--- src/rtl/sqrt_round_pack.sv ---
// Output stage of the pipelined square-root core: holds sideband tags,
// rounds the root to nearest-even, packs IEEE-754 and buffers results.
module sqrt_round_pack #(
    parameter int EW    = 8,
    parameter int MW    = 23,
    parameter int DEPTH = 4
) (
    input  logic             clk,
    input  logic             rst,
    input  logic             iss_valid,
    output logic             iss_ready,
    input  logic             iss_sign,
    input  logic [EW-1:0]    iss_exp,
    input  logic [1:0]       iss_special,
    input  logic [MW+2:0]    core_out,
    input  logic             core_sticky,
    input  logic             core_done,
    output logic             out_valid,
    input  logic             out_ready,
    output logic [EW+MW:0]   out_result,
    output logic             out_inexact,
    output logic             err_underflow,
    output logic             err_overrun
);

    localparam int AW = $clog2(DEPTH);
    localparam int TW = EW + 3;
    localparam int OW = EW + MW + 2;
    localparam logic [AW:0] FULL = (AW+1)'(DEPTH);

    logic [AW:0]    r_inflight;
    logic [TW-1:0]  r_tag [DEPTH];
    logic [AW-1:0]  r_twr;
    logic [AW-1:0]  r_trd;
    logic [AW:0]    r_tcnt;
    logic [OW-1:0]  r_obuf [DEPTH];
    logic [AW-1:0]  r_owr;
    logic [AW-1:0]  r_ord;
    logic [AW:0]    r_ocnt;
    logic           r_underflow;
    logic           r_overrun;

    logic           w_iss;
    logic           w_tempty;
    logic           w_tpush;
    logic           w_tpop;
    logic           w_pop;
    logic           w_drop;
    logic           w_owr;
    logic           w_dec;
    logic           w_hsign;
    logic [EW-1:0]  w_hexp;
    logic [1:0]     w_hspec;
    logic           w_g;
    logic           w_s;
    logic           w_inc;
    logic [MW+1:0]  w_mant;
    logic           w_carry;
    logic [EW:0]    w_exp;
    logic           w_ovf;
    logic [EW+MW:0] w_res;
    logic           w_inx;

    assign iss_ready = r_inflight < FULL;
    assign w_iss     = iss_valid & iss_ready;
    assign w_tempty  = r_tcnt == '0;
    assign w_tpop    = core_done & ~w_tempty;
    assign w_tpush   = w_iss & ((r_tcnt != FULL) | w_tpop);

    assign out_valid = r_ocnt != '0;
    assign w_pop     = out_valid & out_ready;
    assign w_drop    = w_tpop & (r_ocnt == FULL) & ~w_pop;
    assign w_owr     = w_tpop & ~w_drop;
    // A dropped result still returns its credit so issue cannot deadlock.
    assign w_dec     = w_pop | w_drop;

    assign {out_inexact, out_result} = r_obuf[r_ord];
    assign err_underflow = r_underflow;
    assign err_overrun   = r_overrun;

    assign {w_hsign, w_hexp, w_hspec} = r_tag[r_trd];

    assign w_g     = core_out[1];
    assign w_s     = core_out[0] | core_sticky;
    assign w_inc   = w_g & (w_s | core_out[2]);
    assign w_mant  = {1'b0, core_out[MW+2:2]} + {{(MW+1){1'b0}}, w_inc};
    assign w_carry = w_mant[MW+1];
    assign w_exp   = {1'b0, w_hexp} + {{EW{1'b0}}, w_carry};
    assign w_ovf   = w_exp >= {1'b0, {EW{1'b1}}};

    always_comb begin
        w_res = '0;
        w_inx = 1'b0;
        case (w_hspec)
            2'b00: begin
                w_inx = core_out[1] | core_out[0] | core_sticky;
                if (w_ovf)
                    w_res = {1'b0, {EW{1'b1}}, {MW{1'b0}}};
                else if (w_carry)
                    w_res = {1'b0, w_exp[EW-1:0], {MW{1'b0}}};
                else
                    w_res = {1'b0, w_exp[EW-1:0], w_mant[MW-1:0]};
            end
            2'b01: w_res = {w_hsign, {(EW+MW){1'b0}}};
            2'b10: w_res = {1'b0, {EW{1'b1}}, {MW{1'b0}}};
            default: w_res = {1'b0, {EW{1'b1}}, 1'b1, {(MW-1){1'b0}}};
        endcase
    end

    always_ff @(posedge clk) begin
        if (w_tpush)
            r_tag[r_twr] <= {iss_sign, iss_exp, iss_special};
    end

    always_ff @(posedge clk) begin
        if (rst) begin
            r_inflight  <= '0;
            r_twr       <= '0;
            r_trd       <= '0;
            r_tcnt      <= '0;
            r_owr       <= '0;
            r_ord       <= '0;
            r_ocnt      <= '0;
            r_underflow <= 1'b0;
            r_overrun   <= 1'b0;
            for (int i = 0; i < DEPTH; i++)
                r_obuf[i] <= '0;
        end else begin
            case ({w_iss, w_dec})
                2'b10:   r_inflight <= r_inflight + 1'b1;
                2'b01:   r_inflight <= r_inflight - 1'b1;
                default: r_inflight <= r_inflight;
            endcase
            if (w_tpush)
                r_twr <= r_twr + 1'b1;
            if (w_tpop)
                r_trd <= r_trd + 1'b1;
            case ({w_tpush, w_tpop})
                2'b10:   r_tcnt <= r_tcnt + 1'b1;
                2'b01:   r_tcnt <= r_tcnt - 1'b1;
                default: r_tcnt <= r_tcnt;
            endcase
            if (w_owr) begin
                r_obuf[r_owr] <= {w_inx, w_res};
                r_owr         <= r_owr + 1'b1;
            end
            if (w_pop)
                r_ord <= r_ord + 1'b1;
            case ({w_owr, w_pop})
                2'b10:   r_ocnt <= r_ocnt + 1'b1;
                2'b01:   r_ocnt <= r_ocnt - 1'b1;
                default: r_ocnt <= r_ocnt;
            endcase
            if (core_done & w_tempty)
                r_underflow <= 1'b1;
            if (w_drop)
                r_overrun <= 1'b1;
        end
    end

endmodule

--- config.mk ---
export PLATFORM = sky130hd
export DESIGN_NAME = sqrt_round_pack
export DESIGN_NICKNAME = d
export VERILOG_FILES = /design/src/rtl/sqrt_round_pack.sv
export SDC_FILE = /design/constraint.sdc
export NUM_CORES = 1
export LEC_CHECK = 0
export BUFFER_PORTS_ARGS = -buffer_cell sky130_fd_sc_hd__clkbuf_2
export CORE_ASPECT_RATIO = 1.1
export CORE_MARGIN = 2
export CORE_UTILIZATION = 40
export DETAILED_ROUTE_END_ITERATION = 7
export PLACE_DENSITY_LB_ADDON = 0.1
export SETUP_SLACK_MARGIN = 0.4
export SYNTH_ARGS = -nofsm -noshare
export SYNTH_HDL_FRONTEND = slang
export SYNTH_SLANG_ARGS = --single-unit
export TNS_END_PERCENT = 1
--- constraint.sdc ---
create_clock -name clk -period 3.37 [get_ports clk]
set_clock_uncertainty 0.2 [all_clocks]
set_input_delay 0.337 -clock clk [delete_from_list [all_inputs] [get_ports clk]]
set_output_delay 0.337 -clock clk [all_outputs]
set_load 0.01 [all_outputs]
==> results_dict.tcl, run 1 <==
set metrics [dict create \
    r2r-end "r_obuf[2][13]$_SDFFCE_PN0P_" \
    grtUsageTotal 0.195 \
    fin_area_um2 11700 \
    synth_top_area_frac 0.557 \
    postSynth.asyncResetShare 0 \
    nFillCells 2086 \
    cp-start-kind "input pin" \
    seqCellArea_um2 5750 \
    numCtsBuffers 17 \
    swShare 0.340 \
    io_buffer_count 79 \
    ant_nets 0 \
    cts_buffer_depth 2 \
    die_x_um 151 \
    cts_htree_levels 4 \
    syn_inst 691 \
    via_per_inst 5.43 \
    multi_input_area_um2 3740 \
    r2r_setup_slack_ns 0.35 \
    wirelength_mm 23.4 \
    p_per_area_nw_per_um2 683 \
    hold_path.startpoint "core_done" \
    crit_path_top_delay_cell "nor4_4" \
    syn_area_per_cell_um2 13.7 \
    synth_cell_type_count 57 \
    synthFlopType "edfxtp_1" \
    fmax_mhz 330 \
    drtIter0Drc 375 \
    drv_cap 0 \
    fp-row-count 59 \
    timing.reg2reg.worst_path_depth 10 \
    gp_congestion 0.805 \
    drive_gt1_frac 0.329 \
    p_leak_nw 4.20 \
    syn-cell-area_um2 9500 \
    crit_top_cell "buf_4" \
    slowest_delay_ns 0.36 \
    syn_nets 749 \
    coreArea_um2 23500 \
    vias 6280 \
    cts_num_sinks 199 \
    p_int_w 0.00527 \
    clkPwrFrac 0.250 \
    postPlaceCellArea_um2 10700 \
    max_slew_margin 0.289 \
    synth_area_leaders "edfxtp_1, mux4_2, dfxtp_1" \
    setup_violations 0 \
    slew_violations 0 \
    hold_end "r_twr[1]$_SDFFE_PP0P_" \
    grt_pass1_wl_mm 36.7 \
    wl_per_cell_um 20.2 \
    worst_slack_ns 0.343 \
    stdcell_count 1157 \
    crit_buf_inv 4 \
    cts_tree "done" \
    dp_worst_setup_slack_ns -0.454 \
    yosysWarnings 0 \
    dieArea_um2 25000 \
    finalCritPeriodShare 0.898 \
    dp_cells 1102 \
    pwr-share-seq 0.407 \
    initial_core_util 0.405 \
    worstPathRequired_ns 3.36 \
    outcome "finished clean" \
    ios 80 \
    fp.dieH_um 166 \
    root_buffer "clkbuf_16" \
    final_util 0.498 \
    comb_power_share 0.343 \
    clk_pin_slew_ns 0.08 \
    ys_seq_elements 199 \
    worstSkewPairLatency_ns 0.43 \
    path_cells "clkbuf_2, and4_4, nand4_1, nor4_4, buf_4, ha_4, ha_4, buf_4, xnor2_1, nor2_1, o221ai_4, buf_4, o2111a_2, and2_1" \
    yosysTopAreaCell "edfxtp_1" \
    synth_edf_count 176 \
    drc 0 \
    path_class "in -> reg" \
    dp_hpwl_mm 14.9 \
    crit_path_max_fanout 6 \
    min_path_cells 4 \
    switchingPower_w 0.00271 \
    diodes 0 \
    finalHoldViolCount 0 \
    hold_class "in -> reg" \
    rsz0062_at_grt "yes" \
    crit_path_end_kind "flop" \
    area_growth_syn_to_layout_pct 23.0 \
    first_global_vias 6568 \
    antenna_found_initial 0 \
    seq_area_frac_synth 0.605 \
    timing.final.crit_period_ns 3.03 \
    worst_hold_slack_ns 0.152 \
    worst_pin_slew_ns 1.05 \
    dr.pass1.iters 5 \
    ir_drop_mv 0.414 \
    path_delay_family "simple AND/OR/NAND/NOR gates" \
    grt_max_degree 41 \
    grt-ovfl-total 0 \
    num-nets-final 897 \
    arrival_ns 3.02 \
]
==> stage by stage <==
stage          setup TNS, ns  total power [W]
5_1_grt                    0          0.00842
6_report                   0          0.00798
3_5_place_dp          -42.64          0.00588
3_3_place_gp          -29.23          0.00581
4_1_cts                    0          0.00800
2_1_floorplan              0          0.00494
==> cell usage after synthesis (2+ instances only) <==
cell	instances
fa_1	3
buf_6	8
buf_1	4
buf_2	4
nor2_1	86
a21oi_1	18
xor2_1	17
nand2_1	24
nor3_1	18
a211oi_1	6
nor2b_1	11
nand4_1	7
o21a_1	3
xnor2_1	19
and3_1	6
edfxtp_1	176
inv_1	17
mux2i_1	3
nor4b_1	2
nor3b_1	2
o31a_1	2
mux2_2	3
a21boi_0	2
clkbuf_1	22
nand3_1	21
and2_1	41
dfxtp_1	23
nand2b_1	14
nor4_1	34
and4_1	3
o2111a_2	2
or3_1	3
ha_1	12
mux4_2	43
nand4_2	2
o21ai_0	4
or2_2	2
a31oi_1	2
nor4_2	4
==> kinds of logic after synthesis <==
kind of cell / after synthesis / share of synthesized area
compound gates: 50 / 0.0373
flops: 199 / 0.605
xor+xnor: 36 / 0.0332
fa+ha+maj: 15 / 0.0221
buf+inv: 55 / 0.0286
mux: 49 / 0.109
simple gates: 287 / 0.165
==> per-layer routing <==
metal | part of all wire | vias to the layer above | track usage
li1 | - | 2919 | -
met2 | 0.51 | 152 | 0.322
met4 | 0.018 | 0 | 0.0577
met1 | 0.43 | 3181 | 0.262
met5 | 0 | - | 0
met3 | 0.044 | 28 | 0.0369
==> how the worst max path moves through the flow <==
stage                 startpoint                           to  slack (ns)  cells after the start
floorplan            core_out[2]  r_obuf[0][10]$_SDFFCE_PN0P_        0.15                     13
global placement     core_out[2]   r_obuf[0][1]$_SDFFCE_PN0P_       -0.35                     14
detailed placement   core_out[2]      r_obuf[3][13]$_DFFE_PP_       -0.45                     16
CTS                         flop   r_obuf[0][1]$_SDFFCE_PN0P_        0.34                     10
global route        core_out[11]   r_obuf[2][8]$_SDFFCE_PN0P_        0.24                     14
finish               core_out[9]  r_obuf[2][13]$_SDFFCE_PN0P_        0.34                     14
==> worst register-to-register path, stage by stage (launching register included) <==
cell and delay (ns):
dfxtp_4 0.37, mux4_2 0.53, ha_4 0.20, ha_4 0.19
buf_4 0.15, xnor2_1 0.14, nor2_1 0.19, o221ai_4 0.15
buf_4 0.18, o2111a_2 0.31, and2_1 0.17
==> sequential cells by signal (all words and copies together), names as in the netlist, named ones only <==
signal         count
r_obuf           132
err_underflow      1
err_overrun        1
r_ord              2
r_owr              2
r_trd              2
r_twr              2
r_inflight         3
r_tcnt             3
r_ocnt             3
r_tag             44
==> cell usage in the layout (no fill, tap or decap), types with 4 or more instances in the layout <==
cell           Yosys  layout
clkbuf_2           0      79
nor2_1            86      86
buf_4              0      65
nor4_2             4       9
xor2_1            17      17
a21oi_1           18      17
inv_8              0       4
edfxtp_1         176     176
buf_12             0       7
ha_1              12      10
nand3_1           21      20
dfxtp_1           23      20
inv_1             17      17
clkbuf_16          0      17
nand2b_1          14      13
xnor2_1           19      19
o21ai_0            4       4
and2_1            41      41
mux4_2            43      43
a211oi_1           6       6
nor4_1            34      27
o2111a_2           2       4
nor2b_1           11       9
nand4_1            7       7
dlygate4sd3_1      0      12
nor3_1            18      16
nand2_1           24      23
and3_1             6       6
==> power groups by stage <==
stage / Sequential (W) / Clock, W / Combinational, W
4_1_cts: 0.00325 / 0.00203 / 0.00272
5_1_grt: 0.00329 / 0.00213 / 0.00301
2_1_floorplan: 0.00320 / 0 / 0.00174
3_3_place_gp: 0.00327 / 0 / 0.00254
3_5_place_dp: 0.00330 / 0 / 0.00259
6_report: 0.00325 / 0.00200 / 0.00273
==> area by class of cell <==
type | instances | area share
Clock inverter | 13 | 0.0118
Multi-Input combinational cell | 439 | 0.321
Sequential cell | 199 | 0.493
Clock buffer | 19 | 0.0371
Inverter | 17 | 0.00546
Timing Repair Buffer | 165 | 0.0998
Tap cell | 305 | 0.0327
==> timing repair <==
action                     CTS  global route
hold endpoints to repair    45             0
setup buffers                5             4
gates cloned                 1             1
hold buffers                12             0
gates resized for setup     29            17
setup endpoints to repair  124           166
pin swaps                    9             4
Power figures use the tool's default switching activity.
==> run 2: changes to the inputs <==
- CTS_BUF_LIST: not set -> sky130_fd_sc_hd__clkbuf_8
==> run 2 against run 1 <==
Combinational power grew 3%. Sequential share of layout area grew 0.11 points. Worst hold slack got worse by 0.041 ns. Clock power is 25% lower. Critical path depth decreased by 2. Sequential power about the same. Critical path type is now reg -> reg. Critical endpoint is now r_obuf[3][14]$_DFFE_PP_. Largest power group unchanged. Highest routed layer unchanged.
==> results_dict.tcl, run 2 (synthesized netlist as in run 1, its figures left out) <==
set metrics [dict create \
    outcome "finished clean" \
    gp_congestion 0.805 \
    dp_cells 1102 \
    io_buffer_count 79 \
    worstSkewPairLatency_ns 0.47 \
    drive_gt1_frac 0.338 \
    grt_max_degree 41 \
    postPlaceCellArea_um2 10700 \
    die_x_um 151 \
    use_met1 0.258 \
    timing.final.crit_period_ns 3.03 \
    p_leak_nw 4.17 \
    wirelength_mm 23.8 \
    slew_violations 0 \
    ir_drop_mv 0.413 \
    finalCritPeriodShare 0.900 \
    path_class "reg -> reg" \
    wl_per_cell_um 20.5 \
    fmax_mhz 330 \
    stdcell_count 1160 \
    root_buffer "clkbuf_8" \
    finalHoldViolCount 0 \
    initial_core_util 0.405 \
    cts_buffer_depth 2 \
    fp.dieH_um 166 \
    grt_pass1_wl_mm 36.6 \
    largest_register_ffs 132 \
    diodes 0 \
    drv_cap 0 \
    layout_commonest_cell "edfxtp_1" \
    vias 6353 \
    antenna_found_initial 0 \
    worst_pin_slew_ns 1.03 \
    first_global_vias 6578 \
    crit_path_end_kind "flop" \
    area_growth_syn_to_layout_pct 22.7 \
    final_cell_mix "edfxtp_1, nor2_1, clkbuf_2" \
    drc 0 \
    dr.pass1.iters 5 \
    use_met2 0.326 \
    via_per_inst 5.48 \
    cts_htree_levels 4 \
    ant_nets 0 \
    num-nets-final 900 \
    max_slew_margin 0.302 \
    setup_violations 0 \
    fp-row-count 59 \
    crit_path_max_fanout 7 \
    rsz0062_at_grt "yes" \
    fin_area_um2 11700 \
    cts_tree "done" \
    grtUsageTotal 0.194 \
    cts_num_sinks 199 \
    cp-start-kind "flop" \
    r2r_setup_slack_ns 0.34 \
    gr-max-usage-layer "met2" \
    worst_hold_slack_ns 0.111 \
    p_per_area_nw_per_um2 648 \
    ios 80 \
    reg_top3 "r_obuf: 132 flops, r_tag: 44 flops" \
    dp_hpwl_mm 14.9 \
    numCtsBuffers 17 \
    coreArea_um2 23500 \
    clk_pin_slew_ns 0.11 \
    met3_usage 0.0355 \
    dieArea_um2 25000 \
    worstPathRequired_ns 3.39 \
    hold_class "in -> reg" \
    drtIter0Drc 347 \
    arrival_ns 3.06 \
    grt-ovfl-total 0 \
    largest-register "r_obuf" \
]
[run 2: what timing repair did]
item | CTS | global route
setup endpoints to repair | 124 | 159
hold buffers | 12 | 0
hold endpoints to repair | 45 | 0
setup buffers | 5 | 3
pin swaps | 9 | 8
gates resized for setup | 28 | 29
cloned | 1 | 5
[run 2: final cells by class]
class | count | area [µm²]
Fill cell | 2089 | 11800
Sequential cell | 199 | 5750
Multi-Input combinational cell | 439 | 3790
Timing Repair Buffer | 168 | 1290
Tap cell | 305 | 382
Clock buffer | 17 | 234
Clock inverter | 15 | 145
Inverter | 17 | 63.8
[run 2: report_power, final]
group	total, W	switching [W]	internal [W]
sequential	0.00325	0.000198	0.00305
clock	0.00150	0.000953	0.000548
combinational	0.00281	0.00154	0.00127
total	0.00756	0.00269	0.00487
[run 2: worst max-delay path: stages (launching register included)]
cell       delay [ns]
dfxtp_4          0.38
mux4_2           0.54
ha_4             0.20
ha_4             0.19
buf_4            0.15
xnor2_2          0.15
nor2_2           0.17
o221ai_4         0.14
buf_6            0.14
nor2_4           0.15
buf_12           0.16
clkbuf_16        0.16
nor4_1           0.05
[run 2: final timing paths]
path                                   start                    endpoint  cells after the start
setup / recovery                        flop     r_obuf[3][14]$_DFFE_PP_                     12
hold / removal                     core_done       r_twr[1]$_SDFFE_PP0P_                      4
setup reg to reg                        flop     r_obuf[3][14]$_DFFE_PP_                     12
hold reg to reg   err_underflow$_SDFFE_PP0P_  err_underflow$_SDFFE_PP0P_                      2
[run 2: stage by stage]
step	setup TNS, ns	util	total power [W]	worst slack [ns]
global placement	-29.23	0.454	0.00581	-0.346
finish	0	0.496	0.00756	0.336
global route	0	0.496	0.00798	0.215
floorplan	0	-	0.00494	0.146
CTS	0	0.484	0.00749	0.337
detailed placement	-42.64	0.454	0.00588	-0.454
[run 2: metal layers]
layer	vias to the layer above	part of all wire
met5	-	0
met4	0	0.014
met3	25	0.043
met2	152	0.51
met1	3261	0.43
li1	2915	-
==> run 3: changes to the inputs <==
- CTS_BUF_LIST: sky130_fd_sc_hd__clkbuf_8 -> sky130_fd_sc_hd__clkbuf_16
- RECOVER_POWER: not set -> 100
==> run 3 against run 2 <==
Critical path depth increased by 2. Cell area decreased by 0.65%. Non-clock buffer count decreased by 3. Worst setup slack got worse by 0.092 ns. Cell count decreased by 0.26%. Combinational power decreased by 5%. First-iteration DRC count increased by 9.2%. Highest routed layer unchanged.
==> results_dict.tcl, run 3 (synthesized netlist as in run 1, its figures left out) <==
set metrics [dict create \
    fp.dieH_um 166 \
    outcome "finished clean" \
    final_util 0.493 \
    grt_max_degree 41 \
    first_global_vias 6568 \
    fmax_mhz 320 \
    worstSkewPairLatency_ns 0.43 \
    wl_per_cell_um 20.3 \
    p_leak_nw 4.08 \
    io_buffer_count 79 \
    final_cell_mix "edfxtp_1, nor2_1, buf_4" \
    via_per_inst 5.44 \
    largest-register "r_obuf" \
    grtUsageTotal 0.195 \
    clk_pin_slew_ns 0.07 \
    dr.pass1.iters 4 \
    antenna_found_initial 0 \
    fp-row-count 59 \
    cts_tree "done" \
    ant_nets 0 \
    worst_pin_slew_ns 1.06 \
    rsz0062_at_grt "yes" \
    num-nets-final 897 \
    dp_hpwl_mm 14.9 \
    cp-start-kind "input pin" \
    drtIter0Drc 379 \
    setup_tns_ns 0 \
    cts_htree_levels 4 \
    area_growth_syn_to_layout_pct 21.9 \
    cts_num_sinks 199 \
    finalHoldViolCount 0 \
    largest_register_ffs 132 \
    p_per_area_nw_per_um2 684 \
    drc 0 \
    vias 6292 \
    worst_hold_slack_ns 0.197 \
    crit_path_end_kind "flop" \
    path_class "in -> reg" \
    root_buffer "clkbuf_16" \
    dp_cells 1102 \
    setup_violations 0 \
    ios 80 \
    layout_commonest_cell "edfxtp_1" \
    arrival_ns 3.12 \
    slew_violations 0 \
    wirelength_mm 23.5 \
    drv_cap 0 \
    coreArea_um2 23500 \
    finalCritPeriodShare 0.928 \
    hold_class "in -> reg" \
    die_x_um 151 \
    drive_gt1_frac 0.284 \
    max_slew_margin 0.285 \
    reg_top3 "r_obuf: 132 flops, r_tag: 44 flops" \
    initial_core_util 0.405 \
    ir_drop_mv 0.419 \
    crit_path_max_fanout 6 \
    timing.final.crit_period_ns 3.13 \
    worstPathRequired_ns 3.37 \
    cts_buffer_depth 2 \
    dieArea_um2 25000 \
    grt_pass1_wl_mm 36.7 \
    numCtsBuffers 17 \
    stdcell_count 1157 \
    gp_congestion 0.805 \
    diodes 0 \
    grt-ovfl-total 0 \
]
[run 3: cell count changes in the layout (fill, tap and decap cells not counted), sizes merged]
cell / previous run / this run
buf: 74 / 66
clkbuf: 99 / 104
[run 3: path summary, 6_finish.rpt]
kind,cells past startpoint,endpoint,slack [ns],start
worst min register to register,2,err_underflow$_SDFFE_PP0P_,0.27,err_underflow$_SDFFE_PP0P_
worst max-delay path,14,r_obuf[2][15]$_SDFFCE_PN0P_,0.24,core_out[9]
worst min-delay path,4,r_twr[1]$_SDFFE_PP0P_,0.20,iss_valid
worst max register to register,10,r_obuf[2][15]$_SDFFCE_PN0P_,0.29,flop
[run 3: timing repair]
item,4_1_cts,5_1_grt
hold buffers,12,0
gates cloned,1,1
endpoints found under the setup margin,124,166
resized for setup,29,17
buffers inserted,5,4
pin swaps,9,4
hold endpoints to repair,45,0
[run 3: cell type report]
type,instances,area (µm²)
fill,2114,11900
sequential,199,5750
multi-input combinational,439,3720
timing repair buffer,165,1090
clock buffer,17,425
tap,305,382
clock inverter,15,145
inverter,17,63.8
[run 3: metrics by stage]
stage	total power, W	worst slack, ns	instance area, µm²
after floorplan	0.00494	0.146	9540
after global placement	0.00581	-0.346	10700
after detailed placement	0.00588	-0.454	10700
after CTS	0.00799	0.341	11500
after global routing	0.00836	0.119	11600
final	0.00792	0.244	11600
[run 3: power by group]
part / total [W] / internal [W] / switching, W
clock network: 0.00199 / 0.000984 / 0.00101
logic: 0.00268 / 0.00118 / 0.00151
registers: 0.00324 / 0.00305 / 0.000194
total: 0.00792 / 0.00521 / 0.00271
[run 3: worst max-delay path, stage by stage]
cell and delay, ns:
clkbuf_2 0.10, and4_4 0.27, nand4_1 0.21, nor4_4 0.36, buf_4 0.15, ha_1 0.24
ha_4 0.22, buf_4 0.14, xnor2_1 0.09, nor2_1 0.19, o221ai_4 0.15, buf_4 0.18
o2111a_2 0.31, and2_1 0.17
[run 3: metal layers]
metal | global-route usage | vias to the layer above | routed length, µm
met1 | 0.262 | 3204 | 10100
met5 | 0 | - | 0
met3 | 0.0369 | 24 | 998
met2 | 0.322 | 148 | 11900
li1 | - | 2916 | -
met4 | 0.0577 | 0 | 382
